## config.mk

```make
export PLATFORM = sky130hd
export DESIGN_NAME = rotary_input_conditioner
export DESIGN_NICKNAME = d
export VERILOG_FILES = /design/src/rtl/rotary_input_conditioner.sv
export SDC_FILE = /design/constraint.sdc
export NUM_CORES = 1
export LEC_CHECK = 0
export CAP_MARGIN = 20
export CORE_ASPECT_RATIO = 0.9
export CORE_MARGIN = 1.5
export CORE_UTILIZATION = 60
export CTS_CLUSTER_DIAMETER = 150
export CTS_CLUSTER_SIZE = 28
export DETAILED_ROUTE_END_ITERATION = 8
export PLACE_DENSITY = 0.78
export RECOVER_POWER = 100
export SLEW_MARGIN = 30
export SYNTH_ARGS = -nofsm -noshare
export SYNTH_HDL_FRONTEND = slang
export SYNTH_SLANG_ARGS = --single-unit
```

## constraint.sdc

```tcl
create_clock -name clk -period 3 [get_ports clk]
set_input_delay 0.6 -clock clk [delete_from_list [all_inputs] [get_ports clk]]
set_output_delay 0.6 -clock clk [all_outputs]
set_load 0.01 [all_outputs]
```

## src/rtl/rotary_input_conditioner.sv

```systemverilog
// Rotary encoder / button front-end: 2-flop sync, debounce, quadrature decode, wrapping value.
// Define ROTARY_ACCEL_EN to step by 2 on fast same-direction detents.
module rotary_input_conditioner #(
  parameter int DEBOUNCE_CYCLES = 50000,
  parameter int VAL_W           = 4,
  parameter int MAX_VALUE       = 9,
  parameter int ACCEL_WINDOW    = 2000000
) (
  input  logic             clk,
  input  logic             rst,
  input  logic             rotary_a,
  input  logic             rotary_b,
  input  logic             select,
  input  logic             restart,
  output logic             step_inc,
  output logic             step_dec,
  output logic [VAL_W-1:0] value,
  output logic             select_pulse,
  output logic             restart_pulse,
  output logic             quad_err
);

  localparam int NUM_IN = 4;
  localparam int CNT_W  = (DEBOUNCE_CYCLES > 2) ? $clog2(DEBOUNCE_CYCLES) : 1;
  localparam logic [CNT_W-1:0]  DB_LAST = CNT_W'(DEBOUNCE_CYCLES - 1);
  localparam logic [VAL_W-1:0]  MAX_V   = VAL_W'(MAX_VALUE);
  localparam logic [NUM_IN-1:0] IDLE    = 4'b0011;
  localparam logic [1:0] AB_11 = 2'b11;
  localparam logic [1:0] AB_10 = 2'b10;
  localparam logic [1:0] AB_00 = 2'b00;
  localparam logic [1:0] AB_01 = 2'b01;

  if (DEBOUNCE_CYCLES < 2 || MAX_VALUE < 1 || MAX_VALUE >= 2**VAL_W || ACCEL_WINDOW < 1) begin : g_bad_cfg
    $error("rotary_input_conditioner: illegal parameter set");
  end

  // lane order {restart, select, a, b}, so lanes [1:0] read directly as AB
  logic [NUM_IN-1:0] raw;
  assign raw = {restart, select, rotary_a, rotary_b};

  logic [NUM_IN-1:0]            s1_q, s1_d, s2_q, s2_d, stb_q, stb_d, stb_prev_q, stb_prev_d;
  logic [NUM_IN-1:0][CNT_W-1:0] cnt_q, cnt_d;

  always_comb begin
    s1_d       = raw;
    s2_d       = s1_q;
    stb_prev_d = stb_q;
    stb_d      = stb_q;
    cnt_d      = cnt_q;
    for (int i = 0; i < NUM_IN; i++) begin
      if (s2_q[i] == stb_q[i]) begin
        cnt_d[i] = '0;
      end else if (cnt_q[i] == DB_LAST) begin
        stb_d[i] = s2_q[i];
        cnt_d[i] = '0;
      end else begin
        cnt_d[i] = cnt_q[i] + 1'b1;
      end
    end
  end

  logic              [1:0] cur_ab, prv_ab;
  logic                    cw;
  logic signed       [3:0] acc_q, acc_d, acc_nxt;
  logic                    step_inc_q, step_inc_d, step_dec_q, step_dec_d, quad_err_q, quad_err_d;
  logic                    select_pulse_q, select_pulse_d, restart_pulse_q, restart_pulse_d;

  assign cur_ab = stb_q[1:0];
  assign prv_ab = stb_prev_q[1:0];
  assign cw = (prv_ab == AB_11 && cur_ab == AB_10) || (prv_ab == AB_10 && cur_ab == AB_00) ||
              (prv_ab == AB_00 && cur_ab == AB_01) || (prv_ab == AB_01 && cur_ab == AB_11);

  // A detent only counts if the whole 4-step cycle ran one way; back at 11 the tally always clears.
  always_comb begin
    acc_d      = acc_q;
    acc_nxt    = acc_q;
    step_inc_d = 1'b0;
    step_dec_d = 1'b0;
    quad_err_d = 1'b0;
    if (cur_ab != prv_ab) begin
      if (cur_ab[0] != prv_ab[0] && cur_ab[1] != prv_ab[1]) begin
        acc_d      = '0;
        quad_err_d = 1'b1;
      end else begin
        acc_nxt = cw ? acc_q + 4'sd1 : acc_q - 4'sd1;
        if (cur_ab == AB_11) begin
          step_inc_d = (acc_nxt == 4'sd4);
          step_dec_d = (acc_nxt == -4'sd4);
          acc_d      = '0;
        end else begin
          acc_d = acc_nxt;
        end
      end
    end
    select_pulse_d  = stb_q[2] & ~stb_prev_q[2];
    restart_pulse_d = stb_q[3] & ~stb_prev_q[3];
  end

  logic fast;

`ifdef ROTARY_ACCEL_EN
  localparam int ACW = $clog2(ACCEL_WINDOW + 1);
  localparam logic [ACW-1:0] ACC_WIN = ACW'(ACCEL_WINDOW);

  logic [ACW-1:0] accel_cnt_q, accel_cnt_d;
  logic           dir_vld_q, dir_vld_d, dir_q, dir_d;

  always_comb begin
    accel_cnt_d = (accel_cnt_q == ACC_WIN) ? accel_cnt_q : accel_cnt_q + 1'b1;
    dir_vld_d   = dir_vld_q;
    dir_d       = dir_q;
    fast        = 1'b0;
    if (step_inc_d || step_dec_d) begin
      fast        = dir_vld_q && (dir_q == step_inc_d) && (accel_cnt_q < ACC_WIN);
      accel_cnt_d = '0;
      dir_vld_d   = 1'b1;
      dir_d       = step_inc_d;
    end
    if (restart_pulse_d) dir_vld_d = 1'b0;
  end

  always_ff @(posedge clk) begin
    if (rst) begin
      accel_cnt_q <= '0;
      dir_vld_q   <= 1'b0;
      dir_q       <= 1'b0;
    end else begin
      accel_cnt_q <= accel_cnt_d;
      dir_vld_q   <= dir_vld_d;
      dir_q       <= dir_d;
    end
  end
`else
  assign fast = 1'b0;
`endif

  logic [VAL_W-1:0] value_q, value_d;

  always_comb begin
    value_d = value_q;
    if (restart_pulse_d) begin
      value_d = '0;
    end else if (step_inc_d) begin
      if (fast)
        value_d = (value_q == MAX_V) ? VAL_W'(1) : (value_q == MAX_V - 1'b1) ? '0 : value_q + VAL_W'(2);
      else
        value_d = (value_q == MAX_V) ? '0 : value_q + 1'b1;
    end else if (step_dec_d) begin
      if (fast)
        value_d = (value_q == '0) ? MAX_V - 1'b1 : (value_q == VAL_W'(1)) ? MAX_V : value_q - VAL_W'(2);
      else
        value_d = (value_q == '0) ? MAX_V : value_q - 1'b1;
    end
  end

  always_ff @(posedge clk) begin
    if (rst) begin
      s1_q            <= IDLE;
      s2_q            <= IDLE;
      stb_q           <= IDLE;
      stb_prev_q      <= IDLE;
      cnt_q           <= '0;
      acc_q           <= '0;
      step_inc_q      <= 1'b0;
      step_dec_q      <= 1'b0;
      quad_err_q      <= 1'b0;
      select_pulse_q  <= 1'b0;
      restart_pulse_q <= 1'b0;
      value_q         <= '0;
    end else begin
      s1_q            <= s1_d;
      s2_q            <= s2_d;
      stb_q           <= stb_d;
      stb_prev_q      <= stb_prev_d;
      cnt_q           <= cnt_d;
      acc_q           <= acc_d;
      step_inc_q      <= step_inc_d;
      step_dec_q      <= step_dec_d;
      quad_err_q      <= quad_err_d;
      select_pulse_q  <= select_pulse_d;
      restart_pulse_q <= restart_pulse_d;
      value_q         <= value_d;
    end
  end

  assign step_inc      = step_inc_q;
  assign step_dec      = step_dec_q;
  assign quad_err      = quad_err_q;
  assign select_pulse  = select_pulse_q;
  assign restart_pulse = restart_pulse_q;
  assign value         = value_q;

endmodule

```

# [Word-level counts from Yosys, hierarchy flattened]
# Cells that the tools add are included.
[totals] reg_bits=93 latchBits=0 mem_bits_rw=0 romBits=0 in_bits=6 output_inout_bits=9 mem_count=0
[op_classes] addsub=8 multipliers=0 div_mod_pow=0 n_lt_le_gt_ge=0 n_eq_ne=20 n_shift=0 n_mux=14 n_bitwise=9 n_reduce_logical=22
[ops] op="$add 16x1->16 const B" n=4
[ops] op="$eq 16x16->1 const B" n=4
[ops] op="$mux 4" n=7
[ops] op="$reduce_or 3->1" n=4
[ops] op="$eq 2x2->1 const B" n=4
[ops] op="$eq 4x4->1 const B" n=2
[ops] op="$reduce_and 2->1" n=4
[ops] op="$mux 1" n=7
[ops] op="$not 1->1" n=7
[ops] op="$logic_and 1x1->1" n=5
[ops] op="$add 4x1->4 const B" n=1
[ops] op="$add 4x2->4 const B" n=1
[ops] op="$eq 1x1->1" n=4
[ops] op="$eq 2x1->1 const B" n=2
[ops] op="$eq 4x3->1 const B" n=1
[ops] op="$logic_not 2->1" n=2
[ops] op="$logic_not 4->1" n=1
[ops] op="$reduce_or 2->1" n=2
[ops] op="$sub 4x1->4 const B" n=1
[ops] op="$sub 4x2->4 const B" n=1
[ops] op="$logic_or 1x1->1" n=3
[ops] op="$and 1x1->1" n=2
[ops] op="$ne 1x1->1" n=2
[ops] op="$ne 2x2->1" n=1
[ops] op="$reduce_bool 2->1" n=1

# [Logic depth before layout (Yosys ltp)]
# Gate-level depths: netlist of the first run.
[depth] ltp_word=12 depth_mapped=10 mapped_depth_nobuf=9

# [Worst setup path before layout of the first run]
# Ideal clock, no wire load.
[synth_timing] path_type="register -> register" startpoint="reg stb_prev_q[0]" endpoint="reg value_q[3] (netlist: value[3])" arrival_ns=2.298 setup_slack_ns=0.626 path_stages_with_launch=11 n_path_buf=1 cell_sequence="dfxtp_1 -> buf_6 -> xnor2_4 -> and2_4 -> inv_1 -> ha_1 -> a21o_1 -> a21o_1 -> xnor3_2 -> or3_1 -> a41oi_2"
[synth_via] elab_chain_cells=11
[synth_lines] element="from (decl)" line_no="41" rtl="logic [NUM_IN-1:0] s1_q, s1_d, s2_q, s2_d, stb_q, stb_d, stb_prev_q, stb_prev_d;"
[synth_lines] element="from (signal assigned)" line_no="174" rtl="stb_prev_q <= stb_prev_d;"
[synth_lines] element="$eq 2x2->1" line_no="70" rtl="assign cw = (prv_ab == AB_11 && cur_ab == AB_10) || (prv_ab == AB_10 && cur_ab == AB_00) ||"
[synth_lines] element="$logic_and 1x1->1" line_no="70"
[synth_lines] element="$logic_or 1x1->1 (2 in series)" line_no="70"
[synth_lines] element="$logic_or 1x1->1" line_no="71" rtl="(prv_ab == AB_00 && cur_ab == AB_01) || (prv_ab == AB_01 && cur_ab == AB_11);"
[synth_lines] element="$mux 4" line_no="85" rtl="acc_nxt = cw ? acc_q + 4'sd1 : acc_q - 4'sd1;"
[synth_lines] element="$eq 4x4->1 / $eq 4x3->1 (equally long branches)" line_no="87, 88"
[synth_lines] element="$mux 1" line_no="86" rtl="if (cur_ab == AB_11) begin"
[synth_lines] element="$mux 1" line_no="81" rtl="if (cur_ab[0] != prv_ab[0] && cur_ab[1] != prv_ab[1]) begin"
[synth_lines] element="$mux 1" line_no="80" rtl="if (cur_ab != prv_ab) begin"
[synth_lines] element="$mux 4 / $reduce_bool 2->1 (equally long branches)"
[synth_lines] element="to (signal assigned)" line_no="182" rtl="value_q <= value_d;"
[synth_lines] element="to (decl)" line_no="137" rtl="logic [VAL_W-1:0] value_q, value_d;"
# Several ways; a longest one is shown, not always the timed one.
# A chain may end at the register's enable or synchronous reset.

# [Worst setup path after layout of the first run]
# Same ends and word-level chain as after synthesis.

==> flow_summary.yaml, run 1 <==
synthesis:
  synthArstFlopShare_pct: 0
  synth-seq-cells: 93
  synth_warnings: 0
  synth_area_um2: 4250
  synth_edf_count: 0
  synth_nets: 480
  synth.avg_cell_area_um2: 9.12
  ys_seq_area_share_pct: 43.8
  syn_inst: 466
  synth_cell_types: 55
  synthFlopType: "dfxtp_1"
finish:
  drive_above_1_share_pct: 6.42
  final_util_pct: 67.8
  final_nets: 492
  synthToLayoutAreaGrowth_pct: 7.30
  layout_commonest_cell: "dfxtp_1"
  antenna_cells: 0
  mostFrequentLayoutCells: "93 x dfxtp_1, 87 x nor2_1, 35 x xnor2_1"
setup_path:
  r2r_cells: 9
  worst_setup_path_end_kind: "register"
  worstReg2RegStart: "stb_prev_q[0]"
  crit_chain: "xnor2_1 > and2_0 > inv_1 > ha_1 > a21o_1 > a21o_1 > xnor3_1 > or3_1 > a41oi_1"
  crit_fanout: 9
  worstPathArrival_ns: 2.92
  max_stage_delay_ns: 0.40
  path_common_cell: "a21o_1"
  cp.required_ns: 3.28
  cp-startpoint: "stb_prev_q[0]"
  worstSetupPathType: "reg -> reg"
  endpoint: "value[3]"
  r2r_slack_ns: 0.36
  worstReg2RegEnd: "value[3]"
  startpoint_type: "register"
  cpMaxStageDelayCell: "or3_1"
routing:
  drc: 0
  met2_length_um: 3510
  antenna_left: 0
  maxUsedRoutingLayer: "met4"
  wl_per_cell_um: 12.6
  wirelength_um: 7210
  dr.pass1.iters: 4
  wl_met1_um: 3400
  vias_per_cell: 5.36
  vias: 3073
  met3WireLength_um: 200
  drt-initial-drc-count: 102
cts:
  cts.sinks: 93
  clk_pin_slew_ns: 0.09
  cts_hold_buffers: 0
  cts-root-buf: "clkbuf_8"
  cts_htree_levels: 3
  clock_path_buffers: 2
  ctsResizeCount: 0
  cts_buffers: 9
  postCtsSetupBuffers: 0
  clkLatencyLatePin_ns: 0.36
  cts_tree: "built"
pwr:
  power_density_nw_per_um2: 451
  seq_power_share_pct: 60.5
  fin_total_pwr_mw: 2.05
  power.internal_mw: 1.60
  switching_share_pct: 22.0
  peakVddDrop_mv: 0.356
  power.leakage_nw: 1.54
  p_comb_share_pct: 1.4
  netSwitchingPower_mw: 0.452
  clockPowerShare_pct: 38.1
floorplanning:
  row_count: 28
  dieArea_um2: 7600
  top_level_ports: 15
  fp.dieW_um: 91.7
  floorplan.die.height_um: 82.8
  start_util_pct: 63.2
  core_um2: 6730
sta:
  relSlewSlack_pct: 58.5
  max_slew.worst_pin.slew_ns: 0.620
  finalSetupViolCount: 0
  fin_setup_tns_ns: 0
  fin_skew_ns: 0.00609
  timing_hold_violations_final: 0
  drv_slew: 0
  max_freq_mhz: 379
  post-route-min-period_ns: 2.64
  rsz0062_at_grt: "no"
  fin_crit_sh_pct: 87.9
worst_hold_path:
  hp-class: "reg -> reg"
  min_from: "stb_prev_q[2]"
placement:
  gp_congestion: 0.802
  port_buffers: 14
  dpl.hpwl_um: 5140
grt:
  grt_overflow: 0
  grt_max_degree: 19
  grt_use_total_pct: 20.6
  antenna_found_initial: 0
  grt_pass1_wl_um: 13000
  grt_pass1_vias: 3019
flow_run:
  maxCapViolations: 0
run_status:
  status: "completed"
[worst max-delay path: cells and delay by family, from the launching register on]
family,cells,cell delay (ns)
buf+inv,1,0.11
flops,1,0.34
xor+xnor,2,0.58
compound gates,3,0.60
simple gates,2,0.63
fa+ha+maj,1,0.31
[layer usage]
layer	up-vias	global-route usage, %
li1	1591	-
met1	1437	25.1
met2	30	35.3
met3	15	6.59
met4	0	5.03
met5	-	0
[power groups by stage]
stage / Sequential, mW / Clock [mW] / Combinational (mW)
2_1_floorplan: 1.27 / 0 / 0.0215
3_3_place_gp: 1.27 / 0 / 0.0294
3_5_place_dp: 1.27 / 0 / 0.0301
4_1_cts: 1.24 / 0.805 / 0.0301
5_1_grt: 1.24 / 0.856 / 0.0329
6_report: 1.24 / 0.782 / 0.0285
[cells by family (layout without fill, tap and decap cells)]
family | count (synthesis) | count (layout) | synth area share [%]
simple gates | 223 | 223 | 26.2
flops | 93 | 93 | 43.8
xor+xnor | 69 | 69 | 15.8
compound gates | 33 | 33 | 5.65
buf+inv | 32 | 49 | 4.09
fa+ha+maj | 8 | 8 | 2.53
mux | 8 | 8 | 1.91
[how the worst min path moves through the flow]
| stage | to | slack [ns] | cells past startpoint |
|---|---|---|---|
| 4_1_cts | select_pulse | 0.40 | 1 |
| 2_1_floorplan | select_pulse | 0.37 | 1 |
| 5_1_grt | s2_q[0] | 0.43 | 1 |
| 3_3_place_gp | select_pulse | 0.37 | 1 |
| 6_report | select_pulse | 0.40 | 1 |
| 3_5_place_dp | select_pulse | 0.39 | 1 |
[registers in the layout, summed over array words and instances, names as in the netlist]
name	cells
value	4
stb_prev_q	4
step_inc	1
step_dec	1
stb_prev_d	4
select_pulse	1
s1_q	4
acc_q	4
cnt_q	64
s2_q	4
restart_pulse	1
quad_err	1
[synthesized netlist by cell type, types with 2 or more instances]
cell / count / area share [%]
dfxtp_1: 93 / 44
nor2_1: 87 / 7.7
xnor2_1: 34 / 7.0
xor2_1: 30 / 6.2
nand2_1: 27 / 2.4
nand3_1: 27 / 3.2
inv_1: 14 / 1.2
nand4_1: 12 / 1.8
nor3_1: 12 / 1.4
nor2b_1: 10 / 1.5
and3_1: 8 / 1.2
or3_1: 8 / 1.2
a21oi_1: 7 / 0.82
ha_1: 7 / 2.1
mux2i_1: 7 / 1.6
or2_2: 7 / 1.0
clkbuf_1: 6 / 0.53
nand4b_1: 6 / 1.2
buf_6: 5 / 1.3
o21ai_0: 5 / 0.59
buf_4: 4 / 0.71
a211o_1: 3 / 0.62
a21o_1: 3 / 0.53
nor3b_1: 3 / 0.53
a211oi_1: 2 / 0.35
a32oi_1: 2 / 0.41
buf_1: 2 / 0.18
nand2b_1: 2 / 0.29
nor4_1: 2 / 0.29
o211ai_1: 2 / 0.35
o21bai_1: 2 / 0.35
or4_1: 2 / 0.35
or4b_1: 2 / 0.47
xnor2_4: 2 / 1.3
[layout make-up]
| cell class | count | area (um2) |
|---|---|---|
| Sequential cell | 93 | 1860 |
| Fill cell | 560 | 2170 |
| Clock inverter | 4 | 31.3 |
| Clock buffer | 12 | 155 |
| Inverter | 14 | 52.6 |
| Timing Repair Buffer | 19 | 174 |
| Multi-Input combinational cell | 341 | 2170 |
| Tap cell | 90 | 113 |
[metrics by stage]
stage                     setup slack [ns]  instance area [um2]  instances  hold WS [ns]
after floorplan                      0.626                 4250        466         0.367
after global placement               0.597                 4420        557         0.375
after detailed placement             0.526                 4420        557         0.386
after CTS                            0.478                 4600        573         0.400
after global routing                 0.175                 4560        573         0.434
final                                0.362                 4560        573         0.398
No activity file was read; power rests on OpenSTA's default activity.
==> run 2, diff against run 1 <==
--- a/config.mk
+++ b/config.mk
@@ -14,7 +14,7 @@
 export DETAILED_ROUTE_END_ITERATION = 8
 export PLACE_DENSITY = 0.78
 export RECOVER_POWER = 100
-export SLEW_MARGIN = 30
+export SLEW_MARGIN = 20
 export SYNTH_ARGS = -nofsm -noshare
 export SYNTH_HDL_FRONTEND = slang
 export SYNTH_SLANG_ARGS = --single-unit
==> results of run 2 <==
Same layout as run 1: the final DEF is identical, and so are final timing and power.
